--- src/rtl/mem_port_arbiter.sv ---
// mem_port_arbiter
// Shares one single-ported 64-bit memory between instruction fetch (IF) and
// load/store (MEM). Each access is a req/ack handshake with the memory. The
// response is a one-cycle done pulse carrying the captured read data.
// Data accesses win over fetches. A fairness counter forces a fetch grant once
// FAIR_MAX data grants have been made back-to-back while a fetch was waiting.
// An access that sees no mem_ack for TIMEOUT cycles is aborted:
// done and bus_err pulse together, and the read data is zero.
module mem_port_arbiter #(
   parameter int unsigned FAIR_MAX = 4,
   parameter int unsigned TIMEOUT  = 255
) (
   input  logic        clk,
   input  logic        reset,
   input  logic        if_req,
   input  logic [63:0] if_addr,
   output logic [31:0] if_rdata,
   output logic        if_done,
   input  logic        dm_req,
   input  logic        dm_we,
   input  logic [63:0] dm_addr,
   input  logic [63:0] dm_wdata,
   output logic [63:0] dm_rdata,
   output logic        dm_done,
   output logic        mem_req,
   output logic        mem_we,
   output logic [63:0] mem_addr,
   output logic [63:0] mem_wdata,
   input  logic [63:0] mem_rdata,
   input  logic        mem_ack,
   output logic        bus_err,
   output logic        stall_if,
   output logic        stall_mem
);

   localparam int unsigned   SW       = $clog2(FAIR_MAX + 1);
   localparam logic [SW-1:0] FAIR_LIM = SW'(FAIR_MAX);
   localparam logic [SW-1:0] SW_ONE   = {{(SW-1){1'b0}}, 1'b1};
   localparam logic [SW-1:0] SW_ZERO  = {SW{1'b0}};
   // Abort fires on the cycle whose count would reach TIMEOUT, so mem_req
   // has been high for exactly TIMEOUT cycles when it drops.
   localparam logic [7:0]    TMO_LAST = 8'(TIMEOUT - 1);

   typedef enum logic [2:0] {
      IDLE   = 3'd0,
      IF_ACC = 3'd1,
      DM_ACC = 3'd2,
      IF_RSP = 3'd3,
      DM_RSP = 3'd4
   } state_t;

   state_t        state_r;
   logic [SW-1:0] starve_cnt_r;
   logic [7:0]    tmo_cnt_r;

   logic          dm_win_s;
   logic [SW-1:0] starve_next_s;
   logic [31:0]   fetch_word_s;
   logic          tmo_hit_s;

   // Stall requests go straight back to the pipeline hazard logic
   assign stall_if  = if_req & ~if_done;
   assign stall_mem = dm_req & ~dm_done;

   // Arbitration decision, fairness update, fetch word select and timeout hit
   always_comb begin
      dm_win_s      = 1'b0;
      starve_next_s = starve_cnt_r;
      fetch_word_s  = 32'd0;
      tmo_hit_s     = 1'b0;

      if (dm_req && (!if_req || (starve_cnt_r < FAIR_LIM))) begin
         dm_win_s = 1'b1;
      end else begin
         dm_win_s = 1'b0;
      end

      // A data grant with a waiting fetch counts toward starvation;
      // a data grant with no fetch waiting resets the count.
      if (!if_req) begin
         starve_next_s = SW_ZERO;
      end else if (starve_cnt_r == FAIR_LIM) begin
         starve_next_s = starve_cnt_r;
      end else begin
         starve_next_s = starve_cnt_r + SW_ONE;
      end

      // The latched fetch address picks the 32-bit half of the memory word
      if (mem_addr[2]) begin
         fetch_word_s = mem_rdata[63:32];
      end else begin
         fetch_word_s = mem_rdata[31:0];
      end

      if (tmo_cnt_r == TMO_LAST) begin
         tmo_hit_s = 1'b1;
      end else begin
         tmo_hit_s = 1'b0;
      end
   end

   // Access FSM: arbitration, memory handshake, response pulses and counters
   always_ff @(posedge clk or posedge reset) begin
      if (reset) begin
         state_r      <= IDLE;
         mem_req      <= 1'b0;
         mem_we       <= 1'b0;
         mem_addr     <= 64'd0;
         mem_wdata    <= 64'd0;
         if_done      <= 1'b0;
         dm_done      <= 1'b0;
         bus_err      <= 1'b0;
         if_rdata     <= 32'd0;
         dm_rdata     <= 64'd0;
         starve_cnt_r <= SW_ZERO;
         tmo_cnt_r    <= 8'd0;
      end else begin
         case (state_r)
            IDLE: begin
               if_done <= 1'b0;
               dm_done <= 1'b0;
               bus_err <= 1'b0;
               if (dm_win_s) begin
                  state_r      <= DM_ACC;
                  mem_req      <= 1'b1;
                  mem_we       <= dm_we;
                  mem_addr     <= dm_addr;
                  mem_wdata    <= dm_wdata;
                  tmo_cnt_r    <= 8'd0;
                  starve_cnt_r <= starve_next_s;
               end else if (if_req) begin
                  state_r      <= IF_ACC;
                  mem_req      <= 1'b1;
                  mem_we       <= 1'b0;
                  mem_addr     <= if_addr;
                  mem_wdata    <= 64'd0;
                  tmo_cnt_r    <= 8'd0;
                  starve_cnt_r <= SW_ZERO;
               end else begin
                  state_r <= IDLE;
               end
            end

            IF_ACC: begin
               if (mem_ack) begin
                  state_r  <= IF_RSP;
                  mem_req  <= 1'b0;
                  if_done  <= 1'b1;
                  if_rdata <= fetch_word_s;
               end else if (tmo_hit_s) begin
                  state_r   <= IF_RSP;
                  mem_req   <= 1'b0;
                  if_done   <= 1'b1;
                  bus_err   <= 1'b1;
                  if_rdata  <= 32'd0;
                  tmo_cnt_r <= tmo_cnt_r + 8'd1;
               end else begin
                  tmo_cnt_r <= tmo_cnt_r + 8'd1;
               end
            end

            DM_ACC: begin
               if (mem_ack) begin
                  state_r  <= DM_RSP;
                  mem_req  <= 1'b0;
                  dm_done  <= 1'b1;
                  dm_rdata <= mem_rdata;
               end else if (tmo_hit_s) begin
                  state_r   <= DM_RSP;
                  mem_req   <= 1'b0;
                  dm_done   <= 1'b1;
                  bus_err   <= 1'b1;
                  dm_rdata  <= 64'd0;
                  tmo_cnt_r <= tmo_cnt_r + 8'd1;
               end else begin
                  tmo_cnt_r <= tmo_cnt_r + 8'd1;
               end
            end

            // Response cycles ignore requests; the requester still holds req here
            IF_RSP: begin
               state_r <= IDLE;
               if_done <= 1'b0;
               bus_err <= 1'b0;
            end

            DM_RSP: begin
               state_r <= IDLE;
               dm_done <= 1'b0;
               bus_err <= 1'b0;
            end

            default: begin
               state_r <= IDLE;
               mem_req <= 1'b0;
               if_done <= 1'b0;
               dm_done <= 1'b0;
               bus_err <= 1'b0;
            end
         endcase
      end
   end

endmodule

--- config.mk ---
export PLATFORM = sky130hd
export DESIGN_NAME = mem_port_arbiter
export DESIGN_NICKNAME = d
export VERILOG_FILES = /design/src/rtl/mem_port_arbiter.sv
export SDC_FILE = /design/constraint.sdc
export NUM_CORES = 1
export LEC_CHECK = 0
export CAP_MARGIN = 5
export CORE_AREA = 3 3 189 191
export DETAILED_ROUTE_END_ITERATION = 16
export DIE_AREA = 0 0 192 194
export SYNTH_ARGS = -nofsm -noshare
export SYNTH_HDL_FRONTEND = slang
export SYNTH_SLANG_ARGS = --single-unit
--- constraint.sdc ---
create_clock -name clk -period 8.13 [get_ports clk]
set_clock_uncertainty 0.2 [all_clocks]
set_input_delay 1.626 -clock clk [delete_from_list [all_inputs] [get_ports clk]]
set_output_delay 1.626 -clock clk [all_outputs]
set_load 0.05 [all_outputs]
==> key figures <==
STA
  – Tcrit/Tclk final: 62.1%
  – Fin crit period: 5.05 ns
  – Unrepaired setup endpoints after global routing: no
  – Final Slew Violations: 0
  – Measured slew at the worst slew-check pin: 0.994 ns
  – Setup_tns: 0 ns
  – Final count of negative-setup-slack endpoints: 0
  – Slew headroom: 33.7%
  – Final hold violations: 0
  – F_max: 198 MHz

Clock tree
  – Clock latency on the worst-skew pair: 0.53 ns
  – Worst-path clk slew: 0.05 ns
  – # Post-CTS Setup Buffers: 0
  – CTS Buffer Depth: 3
  – Resize count post-CTS: 0
  – CTS hold repair buffers: 0
  – CTS H-tree lvls: 1
  – Root Driver: clkbuf_16
  – CTS tree: yes
  – Inserted Clock Buffers: 28
  – # clock sinks: about 240

Logic synthesis
  – Seq/Total Area, Yosys: 61.1%
  – Post-synth net total: 1054
  – Primary FF master, synth: dfrtp_1
  – Post-synth EDFFs: 0
  – Synthesized area per cell: 12.6 um^2
  – Mapped Area: 9950 um^2
  – Ys async rst share: 100%
  – Ys Warns: 0
  – Synth Register Bits: 243
  – Netlist cell types: 48
  – Mapped Cells: 788

Detailed routing
  – Drt via density: 4.70
  – Detail Route Antenna Nets: 0
  – DRT iter0 DRCs: 385
  – DR WL/cell: just under 20 um
  – DRT Wirelength: about 34000 um
  – Router iterations before antenna repair: 4
  – Vias: 8115
  – Drc violations: 0

Global route
  – Largest net degree at the start of global routing: ~120
  – Remaining Overflow, GRT: 0
  – Total Routing Usage GR: 17.4%
  – Vias in the first global route: 8361
  – Initial antenna violation count: 0
  – First-pass GRT wire length: 51200 um

Hold path
  – HP Class: reg -> reg

Power
  – LEAKAGE: roughly 7 nW
  – Power density over the cells: about 470 nW/um^2
  – VDD IR-drop max: 253 uV

Finish
  – Most frequent cells in the layout: clkdlybuf4s50_1, dfrtp_1, a22o_1
  – Diode count: 0
  – Final Util: a little under half
  – Layout Nets: 1524
  – Area delta synth->final: 61.6%
  – Share of post-route cells with drive strength above 1: 5.03%
  – Commonest non-fill, non-tap cell in the layout: clkdlybuf4s50_1

Die
  – DIE AREA: 37200 um^2
  – Die width: approximately 190 um
  – Core ar.: roughly 34000 um^2
  – Chip height: 194 um
  – Rows: 68
  – Initial cell density of the core: around 29%
  – # IOs: 493

Setup path
  – CP arrival: around 3.2 ns
  – Max FO, Critical Path: 6
  – Worst endpoint required time: 6.30 ns
  – CP max stage cell: clkdlybuf4s50_1
  – CP bufs+invs: 2
  – Crit path kind: in -> out
  – CP most frequent cell: clkdlybuf4s50_1
  – CP Launch Type: input pin
  – CP top delay family: buffers and inverters
  – Largest stage delay on the critical path: 0.81 ns
  – CP endpoint kind: primary output
  – Critical Path, Cell by Cell: clkdlybuf4s50_1 -> nor2b_1 -> clkdlybuf4s50_1

Run status
  – Outcome: finished clean

Place
  – Dpl hpwl: 24400 um
  – GP Congestion: around 0.81
  – PortBufs: 492

Flow run
  – Max cap viols: 0
## report_power, final
group	switching [mW]	total [mW]	internal [mW]	leakage, nW
Combinational	2.81	4.27	1.46	3.55
Sequential	0.322	2.08	1.75	3.06
Clock	0.484	1.21	0.726	0.435
## cells in the mapped netlist (all sizes together) (2+ instances only)
library cell / count / area share, %
and3: 2 / 0.13
nor3: 3 / 0.26
o21ai: 76 / 3.8
a21oi: 4 / 0.20
a22o: 129 / 11
ha: 4 / 0.50
mux2i: 96 / 9.7
clkbuf: 13 / 0.49
o2bb2ai: 32 / 2.8
and2: 3 / 0.19
nand3: 8 / 0.40
nor2b: 4 / 0.25
nand2: 80 / 3.0
nand4: 2 / 0.13
inv: 6 / 0.23
a211oi: 2 / 0.15
dfrtp: 243 / 61
buf: 51 / 3.1
nor2: 8 / 0.33
## layout make-up
type	count	area (um^2)
Fill cell	3164	18200
Multi-Input combinational cell	475	3520
Sequential cell	243	6080
Tap cell	455	569
Clock inverter	5	50.0
Timing Repair Buffer	504	5010
Clock buffer	39	823
Inverter	6	26.3
## per-stage QoR
stage                     worst slack (ns)  cells  power (mW)  hold WS, ns  instance area (um^2)
after detailed placement              3.06   1683        6.39        0.269                 15200
after CTS                             3.06   1727        7.64        0.283                 16100
after global routing                  3.01   1727        7.93        0.302                 16100
final                                 3.08   1727        7.55        0.276                 16100
after global placement                3.06   1683        6.36        0.261                 15200
after floorplan                       3.11    788        4.89        0.251                  9960
## cell families after synthesis
kind of cell	after synthesis	synth area share, %
AO/OA/AOI/OAI	256	19.5
XOR/XNOR	2	0.176
adder cells (fa/ha/maj)	4	0.503
buffers and inverters	70	3.82
flip-flops	243	61.1
multiplexers	96	9.66
AND/OR/NAND/NOR	117	5.24
## layer usage
layer	up-vias	global-route usage [%]	share of wire (%)
li1	3846	-	-
met1	3904	22.2	41
met2	318	29.3	49
met3	47	4.36	7.9
met4	0	4.67	2.4
met5	-	0	0
## flip-flops by register name, indices dropped and copies added, names as in the netlist
signal and flops:
mem_wdata 64, mem_we 1, mem_addr 64, bus_err 1, dm_rdata 64, dm_done 1
starve_cnt_r 3, state_r 3, mem_req 1, tmo_cnt_r 8, if_rdata 32, if_done 1
## worst register-to-register path, stage by stage, from the launching register on
cell	delay (ns)
dfrtp_1	0.56
nor3_4	0.41
nand2_8	0.45
buf_4	0.58
nand2_1	0.20
o21ai_0	0.08
## final timing paths
check,start,end,slack [ns],depth (start not counted)
worst max-delay path,if_req,stall_if,3.08,3
worst min-delay path,mem_addr[18]$_DFFE_PP0P_,mem_addr[18]$_DFFE_PP0P_,0.28,2
worst max register to register,state_r[2]$_DFFE_PP0P_,mem_addr[59]$_DFFE_PP0P_,5.50,5
worst min register to register,mem_addr[18]$_DFFE_PP0P_,mem_addr[18]$_DFFE_PP0P_,0.28,2
max in group asynchronous,reset,mem_addr[2]$_DFFE_PP0P_,4.69,4
min in group asynchronous,reset,starve_cnt_r[0]$_DFFE_PP0P_,1.42,3
Note: power is estimated with default switching activity, not from simulation.
